--- config.mk ---
export PLATFORM = sky130hd
export DESIGN_NAME = mux_8x1_rr_collector_flat
export DESIGN_NICKNAME = d
export VERILOG_FILES = /design/src/rtl/mux_8x1_rr_collector_if.sv /design/src/rtl/mux_8x1_rr_collector.sv /design/src/flat_wrapper.sv
export SDC_FILE = /design/constraint.sdc
export NUM_CORES = 1
export LEC_CHECK = 0
export ABC_AREA = 1
export CAP_MARGIN = 0
export CORE_ASPECT_RATIO = 1.1
export CORE_MARGIN = 1
export CORE_UTILIZATION = 35
export DETAILED_ROUTE_END_ITERATION = 10
export PLACE_DENSITY_LB_ADDON = 0.1
export SLEW_MARGIN = 15
export SYNTH_ARGS = -nofsm -noshare
export SYNTH_HDL_FRONTEND = slang
export SYNTH_SLANG_ARGS = --single-unit
--- constraint.sdc ---
create_clock -name clk -period 4 [get_ports clk]
set_input_delay 0.8 -clock clk [delete_from_list [all_inputs] [get_ports clk]]
set_output_delay 0.8 -clock clk [all_outputs]
set_load 0.03 [all_outputs]
--- src/rtl/mux_8x1_rr_collector_if.sv ---
// Bundle of the eight upstream valid/ready channels and the single tagged
// downstream stream of the round-robin collector.
interface mux_8x1_rr_collector_if #(
  parameter int unsigned DATA_W = 8
);
  logic [8*DATA_W-1:0] in_data;
  logic [7:0]          in_valid;
  logic [7:0]          in_last;
  logic [7:0]          in_ready;
  logic [DATA_W-1:0]   out_data;
  logic [2:0]          out_sel;
  logic                out_last;
  logic                out_valid;
  logic                out_ready;

  modport master (
    output in_data, in_valid, in_last, out_ready,
    input  in_ready, out_data, out_sel, out_last, out_valid
  );

  modport slave (
    input  in_data, in_valid, in_last, out_ready,
    output in_ready, out_data, out_sel, out_last, out_valid
  );
endinterface

--- src/rtl/mux_8x1_rr_collector.sv ---
// 8-to-1 packet-atomic round-robin collector with a registered, source-tagged
// output beat; a granted channel holds the output until its last beat.
module mux_8x1_rr_collector #(
  parameter int unsigned DATA_W = 8
) (
  input  logic                 clk,
  input  logic                 rst,
  mux_8x1_rr_collector_if.slave bus
);

  localparam logic [0:0] IDLE = 1'b0;
  localparam logic [0:0] LOCK = 1'b1;

  logic [0:0]        state;
  logic [2:0]        rr_ptr;
  logic [2:0]        lock_ch;
  logic [2:0]        grant;
  logic [2:0]        idx;
  logic [2:0]        sel;
  logic              found;
  logic              loadable;
  logic              capture;
  logic [7:0]        ready;
  logic [DATA_W-1:0] sel_data;

  logic [DATA_W-1:0] out_data_q;
  logic [2:0]        out_sel_q;
  logic              out_last_q;
  logic              out_valid_q;

  // First valid channel at or after rr_ptr, wrapping modulo 8.
  always_comb begin
    found = 1'b0;
    grant = '0;
    idx   = '0;
    for (int unsigned i = 0; i < 8; i++) begin
      idx = rr_ptr + 3'(i);
      if (!found && bus.in_valid[idx]) begin
        found = 1'b1;
        grant = idx;
      end
    end
  end

  // In LOCK the locked channel is offered regardless of its valid, so the
  // grant never depends on anything but state, out_valid and out_ready.
  always_comb begin
    loadable = !out_valid_q || bus.out_ready;
    sel      = (state == LOCK) ? lock_ch : grant;
    ready    = '0;
    if (loadable && (state == LOCK || found))
      ready[sel] = 1'b1;
    capture  = |(ready & bus.in_valid);
    sel_data = bus.in_data[sel*DATA_W +: DATA_W];
  end

  always_ff @(posedge clk) begin
    if (rst) begin
      state       <= IDLE;
      rr_ptr      <= '0;
      lock_ch     <= '0;
      out_data_q  <= '0;
      out_sel_q   <= '0;
      out_last_q  <= 1'b0;
      out_valid_q <= 1'b0;
    end else if (capture) begin
      out_data_q  <= sel_data;
      out_sel_q   <= sel;
      out_last_q  <= bus.in_last[sel];
      out_valid_q <= 1'b1;
      if (state == IDLE) begin
        rr_ptr <= grant + 3'd1;
        if (!bus.in_last[grant]) begin
          lock_ch <= grant;
          state   <= LOCK;
        end
      end else if (bus.in_last[lock_ch]) begin
        state <= IDLE;
      end
    end else if (out_valid_q && bus.out_ready) begin
      out_valid_q <= 1'b0;
    end
  end

  assign bus.in_ready  = ready;
  assign bus.out_data  = out_data_q;
  assign bus.out_sel   = out_sel_q;
  assign bus.out_last  = out_last_q;
  assign bus.out_valid = out_valid_q;

endmodule

--- src/flat_wrapper.sv ---
// flat-port wrapper written by rule: the top's interface ports become plain ports
module mux_8x1_rr_collector_flat 
#(
  parameter int unsigned DATA_W = 8
)
  (clk, rst, bus_in_data, bus_in_valid, bus_in_last, bus_out_ready, bus_in_ready, bus_out_data, bus_out_sel, bus_out_last, bus_out_valid);
  mux_8x1_rr_collector_if #(.DATA_W(DATA_W)) bus_i ();
  input  logic clk;
  input  logic rst;
  input wire logic [$bits(bus_i.in_data)-1:0] bus_in_data;
  input wire logic [$bits(bus_i.in_valid)-1:0] bus_in_valid;
  input wire logic [$bits(bus_i.in_last)-1:0] bus_in_last;
  input wire logic [$bits(bus_i.out_ready)-1:0] bus_out_ready;
  output wire logic [$bits(bus_i.in_ready)-1:0] bus_in_ready;
  output wire logic [$bits(bus_i.out_data)-1:0] bus_out_data;
  output wire logic [$bits(bus_i.out_sel)-1:0] bus_out_sel;
  output wire logic [$bits(bus_i.out_last)-1:0] bus_out_last;
  output wire logic [$bits(bus_i.out_valid)-1:0] bus_out_valid;
  assign bus_i.in_data = bus_in_data;
  assign bus_i.in_valid = bus_in_valid;
  assign bus_i.in_last = bus_in_last;
  assign bus_i.out_ready = bus_out_ready;
  assign bus_in_ready = bus_i.in_ready;
  assign bus_out_data = bus_i.out_data;
  assign bus_out_sel = bus_i.out_sel;
  assign bus_out_last = bus_i.out_last;
  assign bus_out_valid = bus_i.out_valid;
  mux_8x1_rr_collector #(.DATA_W(DATA_W)) u_core (.clk(clk), .rst(rst), .bus(bus_i));
endmodule
==> results of run 1 <==
[layer usage]
layer	routed length, microns	share of wire, %
met2	4850	53
met1	3450	38
met4	269	2.9
met3	558	6.1
met5	0	0
[Yosys cell counts, types with 2 or more instances]
master	n	area, sq um
a21oi_1	14	70.1
buf_2	2	10.0
buf_4	2	15.0
buf_6	3	33.8
buf_8	2	30.0
clkbuf_1	9	33.8
dfxtp_1	20	400
ha_1	3	37.5
inv_1	26	97.6
inv_2	8	30.0
nand2_1	168	631
nand2_2	10	62.6
nand2_4	4	45.0
nand3_1	76	380
nand3_2	7	70.1
nand3b_1	5	37.5
nand4_1	11	68.8
nor2_1	52	195
nor2_2	4	25.0
nor2_4	6	67.6
nor3_1	3	15.0
o21ai_0	5	25.0
o21ai_1	12	60.1
o21bai_1	2	15.0
o22ai_1	3	18.8
[worst paths after layout]
path | startpoint | end | slack (ps)
max reg2reg | u_core.rr_ptr[0] | u_core.bus.out_data[5] | 620
max | u_core.rr_ptr[0] | bus_in_ready[7] | 250
min | u_core.bus.out_sel[2] | u_core.bus.out_sel[2] | 490
min reg2reg | u_core.bus.out_sel[2] | u_core.bus.out_sel[2] | 490
[per-stage QoR]
step / cells / worst slack [ps] / instance area (sq um) / hold slack [ps]
detailed placement: 677 / 52.5 / 3830 / 465
global placement: 677 / 118 / 3830 / 466
CTS: 681 / 29.3 / 3900 / 490
floorplan: 472 / 491 / 2700 / 495
global route: 683 / 18.7 / 4000 / 528
finish: 683 / 249 / 4000 / 487
[registers in the layout, indices dropped and copies added, names as in the netlist]
name,flops
u_core.bus.out_data,8
u_core.bus.out_sel,3
u_core.lock_ch,3
u_core.rr_ptr,3
u_core.bus.out_last,1
u_core.bus.out_valid,1
u_core.state,1
[critical path, delay by kind of cell, from the launching register on]
family	cells	cell delay [ps]
and+or+nand+nor	11	1220
buffers and inverters	4	540
DFF	1	380
adders and majority gates	1	350
AOI/OAI and AO/OA	1	180
[final cells by class]
type	count	share of cell area (%)
Tap cell	105	3.29
Sequential cell	20	10.0
Clock inverter	1	0.751
Inverter	35	3.35
Timing Repair Buffer	121	29.2
Multi-Input combinational cell	398	52.4
Clock buffer	3	1.03
[timing repair]
| item | in CTS | in global routing |
|---|---|---|
| hold endpoints to repair | 0 | 0 |
| gates resized for setup | 0 | 24 |
| setup buffers | 0 | 2 |
| endpoints found under the setup margin | 0 | 8 |
[cell families after synthesis]
logic type	synth area share [%]
adders and majority gates	1.39
and+or+nand+nor	62.6
xor gates and xnor gates	3.57
buffers and inverters	9.68
AOI/OAI and AO/OA	7.97
DFF	14.8
==> flow_summary.ini, run 1 <==
[timing]
tns_ps = 0
relSlewSlack_pct = 63.2
worst_pin_slew_ps = 551
fin_crit_ps = 3750
report.final.slew_viol_count = 0
setup_violations = 0
timing.fmax_mhz = 267
fin_skew_ps = 5.22
hold_violations = 0
finalCritPeriodShare_pct = 93.8
rsz0062_at_grt = no

[critical_path]
worstPathArrival_ps = 2950
slowest_stage = dfxtp_1
endpoint_kind = output pin
cp_max_fo = 10
path_class = reg -> out
crit_top_cell = nand2_1
crit_chain = inv_4 -> ha_2 -> inv_2 -> nand3_1 -> nand2_1 -> nand2_1 -> nand2_2 -> nand3_2 -> nor2_4 -> nand2_1 -> nand2_1 -> nand3b_1 -> nand3_4 -> a21oi_2 -> inv_1 -> nor2_1 -> buf_4
cp_slowest_stage_delay_ps = 380
worstPathRequired_ps = 3200
reg2regPathDepth = 23
critPathLaunchType = flop

[yosys]
netlist_area_sq_mm = 0.00270
synth-edff-count = 0
synthCells = 472
yosysWarnings = 0
synth_ff_type = dfxtp_1
synth_seq_cells = 20
syn-num-nets = 558
synth-seq-area-share_pct = 14.8
avgSynthCellArea_sq_um = 5.72
synthArstFlopShare_pct = 0
yosysUniqueCellTypes = 40

[clock_network]
hold_buffers = 0
cts_tree = done
cts_buffer_depth = 2
clk_latency_ps = 260
htree_num_levels = 1
clock_sinks = 20
cts_buffers = 3
cts_root_buffer = clkbuf_8
path_clk_slew_ps = 80

[placement]
io_buffers = 103
place_hpwl_microns = 7170
gp_congestion = 0.877

[layout]
antennaDiodeCount = 0
mostFrequentLayoutCells = 164 x nand2_1, 87 x clkdlybuf4s50_1, 71 x nand3_1, 49 x nor2_1
post-route-util_pct = 53.5
nFillCells = 779
nNetsFinal = 665
regArea_sq_um = 400
synthToLayoutAreaGrowth_pct = 48.0
layout_commonest_cell = nand2_1
multiInputGateArea_sq_mm = 0.00209
drive_above_1_share_pct = 16.3

[route]
drt_pass1_iterations = 5
drt_iter0_drc = 162
antenna_left = 0
drc_errors = 0
routedWlPerCell_microns = 13.4
viasPerCell = 5.04
routed_wl_microns = 9120
num_vias = 3439

[run_status]
status = completed

[run]
cap_viol_max_count = 0

[floorplan]
fp.dieArea_sq_mm = 0.00807
rows = 33
num_io_pins = 104
core_sq_mm = 0.00747
dieWidth_microns = 85.7
initial_utilization_pct = 36.1
die_y_microns = 94.1

[global_route]
grt_max_degree = 35
antenna_found_initial = 0
use_met2_pct = 44.6
met1_usage_pct = 25.0
met3_usage_pct = 4.13
overflow = 0
grt_pass1_wl_microns = 14900
grt_usage_pct = 23.2
grt_busiest_layer = met2
first_global_vias = 3266

[hold_path]
worstHoldPathCells = 2
hold_path.class = reg -> reg
Power of run 1 is not shown: default switching activity piles up to over one toggle a cycle in this logic, so the estimate is an artifact.
==> run 2: changes to the inputs <==
--- a/config.mk
+++ b/config.mk
@@ -11,7 +11,7 @@
 export CORE_MARGIN = 1
 export CORE_UTILIZATION = 35
 export DETAILED_ROUTE_END_ITERATION = 10
-export PLACE_DENSITY_LB_ADDON = 0.1
+export PLACE_DENSITY_LB_ADDON = 0.12
 export SLEW_MARGIN = 15
 export SYNTH_ARGS = -nofsm -noshare
 export SYNTH_HDL_FRONTEND = slang
==> run 2 against run 1 <==
  * Die area unchanged
  * Via count down 0.99%
  * Count of clock-buffer cells in the layout stayed put
  * Flip-flop and latch count is the same
  * Final cell count grew 0.15%
  * Setup slack gained 2.3 ps
  * Hold slack better by 3.1 ps
  * First-iteration DRC count decreased by 10%
  * Global-route usage decreased by 0.84 points
  * Core utilization decreased by 0.067 points
  * Critical path depth decreased by 1
  * Largest cell class unchanged
==> flow_summary.ini, run 2 (synthesis results as in run 1) <==
[run_status]
status = completed

[global_route]
overflow = 0
met3_usage_pct = 4.13
met1_usage_pct = 23.4
grt_usage_pct = 22.3
grt_max_degree = 35
grt_pass1_wl_microns = 14600
antenna_found_initial = 0
first_global_vias = 3271
grt_busiest_layer = met2
use_met2_pct = 45.9

[floorplan]
die_y_microns = 94.1
initial_utilization_pct = 36.1
fp.dieArea_sq_mm = 0.00807
rows = 33
dieWidth_microns = 85.7
core_sq_mm = 0.00747
num_io_pins = 104

[clock_network]
hold_buffers = 0
cts_root_buffer = clkbuf_8
htree_num_levels = 1
cts_buffer_depth = 2
clock_sinks = 20
cts_tree = done
clk_latency_ps = 270
path_clk_slew_ps = 70
cts_buffers = 3

[placement]
io_buffers = 103
place_hpwl_microns = 7260
gp_congestion = 0.920

[layout]
synthToLayoutAreaGrowth_pct = 47.8
largest_reg_flops = 8
nNetsFinal = 666
drive_above_1_share_pct = 15.7
layout_commonest_cell = nand2_1
antennaDiodeCount = 0
mostFrequentLayoutCells = 164 x nand2_1, 87 x clkdlybuf4s50_1, 73 x nand3_1, 52 x nor2_1, 27 x buf_4

[timing]
relSlewSlack_pct = 66.2
finalCritPeriodShare_pct = 93.7
fin_skew_ps = 7.29
timing.fmax_mhz = 267
tns_ps = 0
hold_violations = 0
worst_pin_slew_ps = 506
report.final.slew_viol_count = 0
fin_crit_ps = 3750
rsz0062_at_grt = no
setup_violations = 0

[critical_path]
path_class = reg -> out
cp_max_fo = 10
worstPathRequired_ps = 3200
cp_slowest_stage_delay_ps = 350
endpoint_kind = output pin
worstPathArrival_ps = 2950
crit_chain = inv_2 -> ha_2 -> inv_2 -> nand3_1 -> nand2_2 -> nand2_1 -> nand2_2 -> nand3_2 -> nor2_4 -> nand4_1 -> nand3b_1 -> nand3_4 -> a21oi_4 -> inv_2 -> nor2_1 -> buf_4
slowest_stage = ha_2
critPathLaunchType = flop
crit_top_cell = inv_2

[route]
antenna_left = 0
routed_wl_microns = 8960
routedWlPerCell_microns = 13.1
drt_pass1_iterations = 6
num_vias = 3405
viasPerCell = 4.98
drt_iter0_drc = 145
drc_errors = 0

[run]
cap_viol_max_count = 0

[hold_path]
hold_path.class = reg -> reg
==> run 2: cell types whose count changed in the layout (fill, tap and decap cells not counted), moves of 2 or more <==
| cell | before | now |
|---|---|---|
| inv_2 | 7 | 9 |
| nor2_2 | 6 | 3 |
| nand3_1 | 71 | 73 |
| nand3_2 | 12 | 10 |
| nor2_1 | 49 | 52 |
==> run 2: per-layer routing <==
metal | vias to the layer above | part of all wire [%]
met5 | - | 0
met1 | 1531 | 40
met4 | 0 | 0.88
li1 | 1749 | -
met2 | 117 | 53
met3 | 8 | 5.6
==> run 2: critical path: cells and delay by family, from the launching register on <==
| kind | cells | cell delay (ps) |
|---|---|---|
| AO/OA/AOI/OAI | 1 | 190 |
| adder cells (fa/ha/maj) | 1 | 350 |
| buffers and inverters | 4 | 550 |
| flip-flops | 1 | 320 |
| AND/OR/NAND/NOR | 10 | 1270 |
==> run 2: worst paths after layout <==
| path | start | endpoint | slack, ps | depth (start not counted) |
|---|---|---|---|---|
| min | u_core.bus.out_sel[2] | u_core.bus.out_sel[2] | 490 | 2 |
| min reg2reg | u_core.bus.out_sel[2] | u_core.bus.out_sel[2] | 490 | 2 |
| max reg2reg | u_core.rr_ptr[0] | u_core.bus.out_sel[1] | 630 | 21 |
| max | u_core.rr_ptr[0] | bus_in_ready[5] | 250 | 16 |
==> run 2: final cells by class <==
class	count	area (sq um)
inverters	35	131
fillers	761	3480
flip-flops and latches	20	400
repair buffers	122	1170
well taps	105	131
clock buffers	3	41.3
multi-input cells	398	2080
clock inverters	1	30.0
==> run 2: stage by stage <==
stage	utilization, %	instances	area [sq um]	hold slack (ps)	worst slack, ps
floorplan	-	472	2700	495	491
global placement	51.2	676	3820	475	155
detailed placement	51.2	676	3820	481	154
CTS	52.1	680	3900	500	132
global route	53.4	684	3990	524	9.86
finish	53.4	684	3990	490	251
==> run 2: timing repair <==
action,4_1_cts,5_1_grt
endpoints found under the setup margin,0,8
buffers inserted,0,4
endpoints found under the hold margin,0,0
resized for setup,0,20
Power of run 2 is left out for the same reason.
==> run 3: changes to the inputs <==
--- a/config.mk
+++ b/config.mk
@@ -6,7 +6,7 @@
 export NUM_CORES = 1
 export LEC_CHECK = 0
 export ABC_AREA = 1
-export CAP_MARGIN = 0
+export CAP_MARGIN = 30
 export CORE_ASPECT_RATIO = 1.1
 export CORE_MARGIN = 1
 export CORE_UTILIZATION = 35
==> results of run 3 <==
Same layout as run 2: the final DEF is identical, and so are final timing and power.
Power of run 3 is left out for the same reason.
